--- src/rtl/execute_branch_port_ng.sv ---
// execute_branch_port_ng
//
// Purpose:
//   Branch execution port. Takes one resolved branch-class operation per
//   cycle from the branch scheduler, returns its completion tag one cycle
//   later and checks jumps against the front-end prediction. Any operation
//   that must steer the front end raises a redirect through a valid/ready
//   handshake. After the redirect is taken, the port sits in a wrong-path
//   shadow until the pipeline restart arrives. It also keeps a saturating
//   count of jump mispredictions.
//
// Parameters:
//   ADDR_W     width of PC / target / redirect address
//   TAG_W      commit tag width
//   CNT_W      misprediction counter width
//   CHECK_PRED 1: jumps redirect only on mispredict, 0: every taken jump redirects
//
// Ports:
//   iCLOCK, iRESET            clock, asynchronous active-high reset
//   iFREE_RESTART             synchronous pipeline restart / flush
//   iREQ_*                    request from the branch scheduler
//   oREQ_LOCK                 port busy, request not accepted this cycle
//   oCMP_VALID / oCMP_TAG     one-cycle completion pulse to schedulers
//   oREDIRECT_* / iREDIRECT_READY  redirect handshake to the front end
//   oMISPRED_CNT              saturating jump-misprediction count

module execute_branch_port_ng #(
    parameter int ADDR_W     = 32,
    parameter int TAG_W      = 6,
    parameter int CNT_W      = 16,
    parameter bit CHECK_PRED = 1'b1
) (
    input  logic              iCLOCK,
    input  logic              iRESET,
    input  logic              iFREE_RESTART,
    input  logic              iREQ_VALID,
    output logic              oREQ_LOCK,
    input  logic [TAG_W-1:0]  iREQ_TAG,
    input  logic [1:0]        iREQ_KIND,
    input  logic              iREQ_TAKEN,
    input  logic [ADDR_W-1:0] iREQ_PC,
    input  logic [ADDR_W-1:0] iREQ_TARGET,
    input  logic              iREQ_PRED_TAKEN,
    input  logic [ADDR_W-1:0] iREQ_PRED_ADDR,
    input  logic [10:0]       iREQ_SWI_NUM,
    output logic              oCMP_VALID,
    output logic [TAG_W-1:0]  oCMP_TAG,
    output logic              oREDIRECT_VALID,
    input  logic              iREDIRECT_READY,
    output logic [1:0]        oREDIRECT_KIND,
    output logic [ADDR_W-1:0] oREDIRECT_ADDR,
    output logic [TAG_W-1:0]  oREDIRECT_TAG,
    output logic [10:0]       oREDIRECT_SWI_NUM,
    output logic [CNT_W-1:0]  oMISPRED_CNT
);

    typedef enum logic [1:0] {
        ST_IDLE   = 2'd0,
        ST_PEND   = 2'd1,
        ST_SHADOW = 2'd2
    } state_t;

    localparam logic [1:0] KIND_JUMP = 2'd0;

    state_t              r_state;
    state_t              w_next_state;

    logic                r_cmp_valid;
    logic [TAG_W-1:0]    r_cmp_tag;
    logic [1:0]          r_redirect_kind;
    logic [ADDR_W-1:0]   r_redirect_addr;
    logic [TAG_W-1:0]    r_redirect_tag;
    logic [10:0]         r_redirect_swi_num;
    logic [CNT_W-1:0]    r_mispred_cnt;

    logic                w_accept;
    logic                w_is_jump;
    logic                w_mispred;
    logic                w_redirect;
    logic [ADDR_W-1:0]   w_pc_plus4;
    logic [ADDR_W-1:0]   w_redirect_addr;
    logic                w_cnt_saturated;

    // Lock is a function of the registered state alone, so the scheduler
    // never sees a combinational path from this cycle's inputs.
    assign oREQ_LOCK       = (r_state != ST_IDLE);
    assign oREDIRECT_VALID = (r_state == ST_PEND);

    // A restart in the same cycle kills the request outright.
    assign w_accept  = iREQ_VALID && (r_state == ST_IDLE) && !iFREE_RESTART;
    assign w_is_jump = (iREQ_KIND == KIND_JUMP);

    assign w_mispred = (iREQ_TAKEN != iREQ_PRED_TAKEN) ||
                       (iREQ_TAKEN && (iREQ_TARGET != iREQ_PRED_ADDR));

    // Non-jump kinds always steer the front end. In legacy mode a jump
    // redirects whenever it is taken, whatever the prediction was.
    assign w_redirect = !w_is_jump || (CHECK_PRED ? w_mispred : iREQ_TAKEN);

    // The only case that does not redirect to the resolved target is a
    // not-taken jump that was predicted taken: fall through to PC+4.
    assign w_pc_plus4      = iREQ_PC + ADDR_W'(4);
    assign w_redirect_addr = (w_is_jump && !iREQ_TAKEN) ? w_pc_plus4 : iREQ_TARGET;

    assign w_cnt_saturated = (r_mispred_cnt == {CNT_W{1'b1}});

    // State register.
    always_ff @(posedge iCLOCK or posedge iRESET) begin
        if (iRESET) begin
            r_state <= ST_IDLE;
        end else begin
            r_state <= w_next_state;
        end
    end

    // Next-state logic. Restart overrides everything, including a redirect
    // being accepted by the consumer in the same cycle.
    always_comb begin
        w_next_state = r_state;
        if (iFREE_RESTART) begin
            w_next_state = ST_IDLE;
        end else begin
            case (r_state)
                ST_IDLE: begin
                    if (w_accept && w_redirect) begin
                        w_next_state = ST_PEND;
                    end
                end
                ST_PEND: begin
                    if (iREDIRECT_READY) begin
                        w_next_state = ST_SHADOW;
                    end
                end
                ST_SHADOW: begin
                    w_next_state = ST_SHADOW;
                end
                default: begin
                    w_next_state = ST_IDLE;
                end
            endcase
        end
    end

    // Completion pulse: one cycle after every accepted op. The tag register
    // only updates on accept, so it holds its last value otherwise.
    always_ff @(posedge iCLOCK or posedge iRESET) begin
        if (iRESET) begin
            r_cmp_valid <= 1'b0;
            r_cmp_tag   <= '0;
        end else begin
            r_cmp_valid <= w_accept;
            if (w_accept) begin
                r_cmp_tag <= iREQ_TAG;
            end
        end
    end

    // Redirect payload is captured with the accepting op and then left
    // alone, which keeps it stable for as long as the handshake is pending.
    always_ff @(posedge iCLOCK or posedge iRESET) begin
        if (iRESET) begin
            r_redirect_kind    <= '0;
            r_redirect_addr    <= '0;
            r_redirect_tag     <= '0;
            r_redirect_swi_num <= '0;
        end else if (w_accept && w_redirect) begin
            r_redirect_kind    <= iREQ_KIND;
            r_redirect_addr    <= w_redirect_addr;
            r_redirect_tag     <= iREQ_TAG;
            r_redirect_swi_num <= iREQ_SWI_NUM;
        end
    end

    // Misprediction statistics count every accepted mispredicted jump in
    // both modes, stick at the maximum, and are cleared only by reset.
    always_ff @(posedge iCLOCK or posedge iRESET) begin
        if (iRESET) begin
            r_mispred_cnt <= '0;
        end else if (w_accept && w_is_jump && w_mispred && !w_cnt_saturated) begin
            r_mispred_cnt <= r_mispred_cnt + CNT_W'(1);
        end
    end

    assign oCMP_VALID        = r_cmp_valid;
    assign oCMP_TAG          = r_cmp_tag;
    assign oREDIRECT_KIND    = r_redirect_kind;
    assign oREDIRECT_ADDR    = r_redirect_addr;
    assign oREDIRECT_TAG     = r_redirect_tag;
    assign oREDIRECT_SWI_NUM = r_redirect_swi_num;
    assign oMISPRED_CNT      = r_mispred_cnt;

endmodule

--- config.mk ---
export PLATFORM = sky130hd
export DESIGN_NAME = execute_branch_port_ng
export DESIGN_NICKNAME = d
export VERILOG_FILES = /design/src/rtl/execute_branch_port_ng.sv
export SDC_FILE = /design/constraint.sdc
export NUM_CORES = 1
export LEC_CHECK = 0
export ABC_AREA = 1
export ABC_CLOCK_PERIOD_IN_PS = 5820
export BUFFER_PORTS_ARGS = -buffer_cell sky130_fd_sc_hd__buf_4
export CAP_MARGIN = 10
export CORE_MARGIN = 2
export CORE_UTILIZATION = 40
export DETAILED_ROUTE_END_ITERATION = 8
export GPL_TIMING_DRIVEN = 0
export PLACE_DENSITY = 0.74
export SLEW_MARGIN = 20
export SYNTH_ARGS = -nofsm -noshare
export SYNTH_HDL_FRONTEND = slang
export SYNTH_SLANG_ARGS = --single-unit
--- constraint.sdc ---
create_clock -name iCLOCK -period 5.82 [get_ports iCLOCK]
set_input_delay 1.455 -clock iCLOCK [delete_from_list [all_inputs] [get_ports iCLOCK]]
set_output_delay 1.455 -clock iCLOCK [all_outputs]
set_load 0.03 [all_outputs]
==> impl_metrics.py <==
metrics = {
    "clocking": {
        "cts_sinks": 76,
        "clock_path_buffers": 2,
        "clock_latency_ns": 0.33,
        "cts_resized": 0,
        "hold_buffers": 0,
        "htreeDepth": 3,
        "cts.clk_slew.worst_paths_ns": 0.06,
        "cts_buffers": 9,
        "cts_tree": "built",
        "root_buffer": "clkbuf_16",
        "post_cts_buffers": 0,
    },
    "yosys": {
        "ys.flop_type": "dfrtp_1",
        "synthCells": 734,
        "synth_edf_count": 0,
        "synth-async-reset-ratio": 1.000,
        "ys_ff_latch": 76,
        "synth_area_leaders": "dfrtp_1, nand2_1, inv_1",
        "syn_nets": 860,
        "syn_avg_cell_area_um2": 6.822,
        "ys_warn_count": 0,
        "synth_top_area_share": 0.3798,
        "yosysSeqAreaShare": 0.3798,
        "synth_top_cell_by_area": "dfrtp_1",
        "ys_types": 42,
        "synth_area_mm2": 0.005007,
    },
    "timing": {
        "slew_headroom": 0.5724,
        "hold_viol_final": 0,
        "clock_skew_ns": 0.007793,
        "fmax_mhz": 342.8,
        "tightest_slew_ns": 0.6414,
        "finalSetupViolCount": 0,
        "fin_crit_sh": 0.5012,
        "min_period_ns": 2.917,
        "final.setup.tns_ns": 0,
        "rsz0062_at_grt": "false",
        "report.final.slew_viol_count": 0,
    },
    "finish": {
        "final_net_count": 1069,
        "final_common_cell": "nand2_1",
        "layout_common_cells": "nand2_1, buf_4, inv_1, dfrtp_1, nor2_1",
        "diodes": 0,
        "drive_above_1_share": 0.2806,
        "synthToLayoutAreaGrowth_pct": 40.70,
        "fin_area_mm2": 0.007046,
    },
    "power_and_ir_drop": {
        "powerDensity_mw_per_mm2": 403.7,
        "irDropWorstVdd_v": 0.0002095,
        "p_leak_uw": 0.003808,
    },
    "placed_design": {
        "dpl_cell_area_mm2": 0.006726,
        "place_hpwl_um": 13060,
        "portBuffers": 197,
        "gp_congestion": 0.9104,
    },
    "global_routing": {
        "overflow": 0,
        "grt_pass1_wl_um": 25120,
        "grt_antenna_before_repair": 0,
        "grt_max_degree": 50,
        "track_usage": 0.2439,
        "grt_pass1_vias": 4954,
    },
    "run_status": {
        "status": "completed",
    },
    "floorplan": {
        "io_pins": 198,
        "fp-row-count": 40,
        "dieWidth_um": 115.9,
        "die_area_mm2": 0.01343,
        "core_area_mm2": 0.01211,
        "die_h_um": 115.9,
        "start_util": 0.4134,
    },
    "critical_path": {
        "worstPathRequired_ns": 6.02,
        "crit_path_end_kind": "flop",
        "cp_cell_sequence": "buf_4 -> nor2_1 -> inv_2 -> nor2_1 -> buf_2 -> buf_2 -> o21ai_0 -> o21ai_0 -> nand2_1",
        "crit_slowest_cell": "buf_2",
        "worst-setup-path-type": "in -> reg",
        "cpPeakStageDelay_ns": 0.31,
        "path_max_fanout": 10,
        "cp-start-kind": "primary input",
        "critPathArrivalTime_ns": 3.11,
        "reg2reg_depth": 9,
        "ff2ff_setup_slack_ns": 3.82,
    },
    "route": {
        "drtIter0Drc": 476,
        "drtAntennaViolNets": 0,
        "drc_errors": 0,
        "drtPass1Iterations": 5,
        "wl_um": 15910,
        "vias": 5351,
        "viasPerCell": 4.795,
        "post_drt_wl_per_cell_um": 14.26,
    },
    "min_path": {
        "hp-class": "reg -> reg",
        "holdPathStages": 2,
    },
    "flow_run": {
        "cap_violations": 0,
    },
}
layout make-up:
class	count	area, um^2
inverter	99	375.4
multi-input combinational	540	2614
fill	1198	5066
tap	168	210.2
clock buffer	12	246.5
timing repair buffer	198	1506
sequential	76	1902
buffer	19	118.9
clock inverter	4	72.57
Yosys cell counts (2+ instances only):
master and count:
nor2_1 47, mux2i_1 3, buf_6 4, nand2_1 288, nand3_1 33, nor2_4 3
xor2_1 22, clkbuf_1 3, ha_1 4, inv_1 92, inv_2 6, nand3_2 4
xnor2_1 10, nor3_4 2, a21oi_1 16, nand4_1 10, nor2_2 4, or2_2 5
nand2_2 4, dfrtp_1 76, o21ai_1 3, nor3_1 19, buf_2 10, nor4_1 3
o21ai_0 46
power breakdown:
| group | internal, uW | total (uW) | switching (uW) |
|---|---|---|---|
| clock | 387 | 602 | 215 |
| sequential | 749 | 890 | 141 |
| combinational | 495 | 1350 | 857 |
| total | 1630 | 2840 | 1210 |
cell families (layout without fill, tap and decap cells):
kind of cell | after synthesis | after routing | synth area share
xor gates and xnor gates | 33 | 33 | 0.05922
AOI/OAI and AO/OA | 70 | 70 | 0.07272
DFF | 76 | 76 | 0.3798
and+or+nand+nor | 429 | 429 | 0.3718
adders and majority gates | 4 | 4 | 0.009995
buffers and inverters | 118 | 332 | 0.09820
muxes | 4 | 4 | 0.008246
registers in the layout, indices dropped and copies added, names as in the netlist:
signal	count
oREDIRECT_ADDR	32
oMISPRED_CNT	16
oREDIRECT_SWI_NUM	11
oCMP_TAG	6
oREDIRECT_TAG	6
oREDIRECT_KIND	2
r_state	2
oCMP_VALID	1
layer usage:
metal / routed length, um / part of all wire / vias to the layer above / global-route usage
met5: 0 / 0 / - / 0
met2: 7520 / 0.47 / 192 / 0.3988
met1: 7042 / 0.44 / 2429 / 0.3314
met4: 309 / 0.019 / 0 / 0.07778
li1: - / - / 2710 / -
met3: 1039 / 0.065 / 20 / 0.04132
critical path, delay by kind of cell:
| family | cells | cell delay (ns) |
|---|---|---|
| buffers and inverters | 4 | 0.72 |
| and+or+nand+nor | 3 | 0.50 |
| AOI/OAI and AO/OA | 2 | 0.43 |
worst paths after layout:
kind                                             endpoint                   startpoint
max                        oREDIRECT_ADDR[28]$_DFFE_PP0P_                 iREQ_KIND[0]
min                                r_state[1]$_DFFE_PP0P_       r_state[1]$_DFFE_PP0P_
max reg2reg                   oMISPRED_CNT[1]$_DFFE_PP0P_  oMISPRED_CNT[0]$_DFFE_PP0P_
min reg2reg                        r_state[1]$_DFFE_PP0P_       r_state[1]$_DFFE_PP0P_
max in group asynchronous   oREDIRECT_ADDR[8]$_DFFE_PP0P_                       iRESET
min in group asynchronous     oMISPRED_CNT[8]$_DFFE_PP0P_                       iRESET
per-stage QoR:
stage	hold WS (ns)	setup slack (ns)	total power [uW]	util	instances
floorplan	0.4419	2.427	1672	-	734
global placement	0.4601	1.461	2232	0.5529	1099
detailed placement	0.4678	2.576	2253	0.5554	1100
CTS	0.4798	2.920	2859	0.5817	1116
global route	0.5018	2.714	3005	0.5817	1116
finish	0.4757	2.903	2844	0.5817	1116
Note: power is estimated with default switching activity, not from simulation.
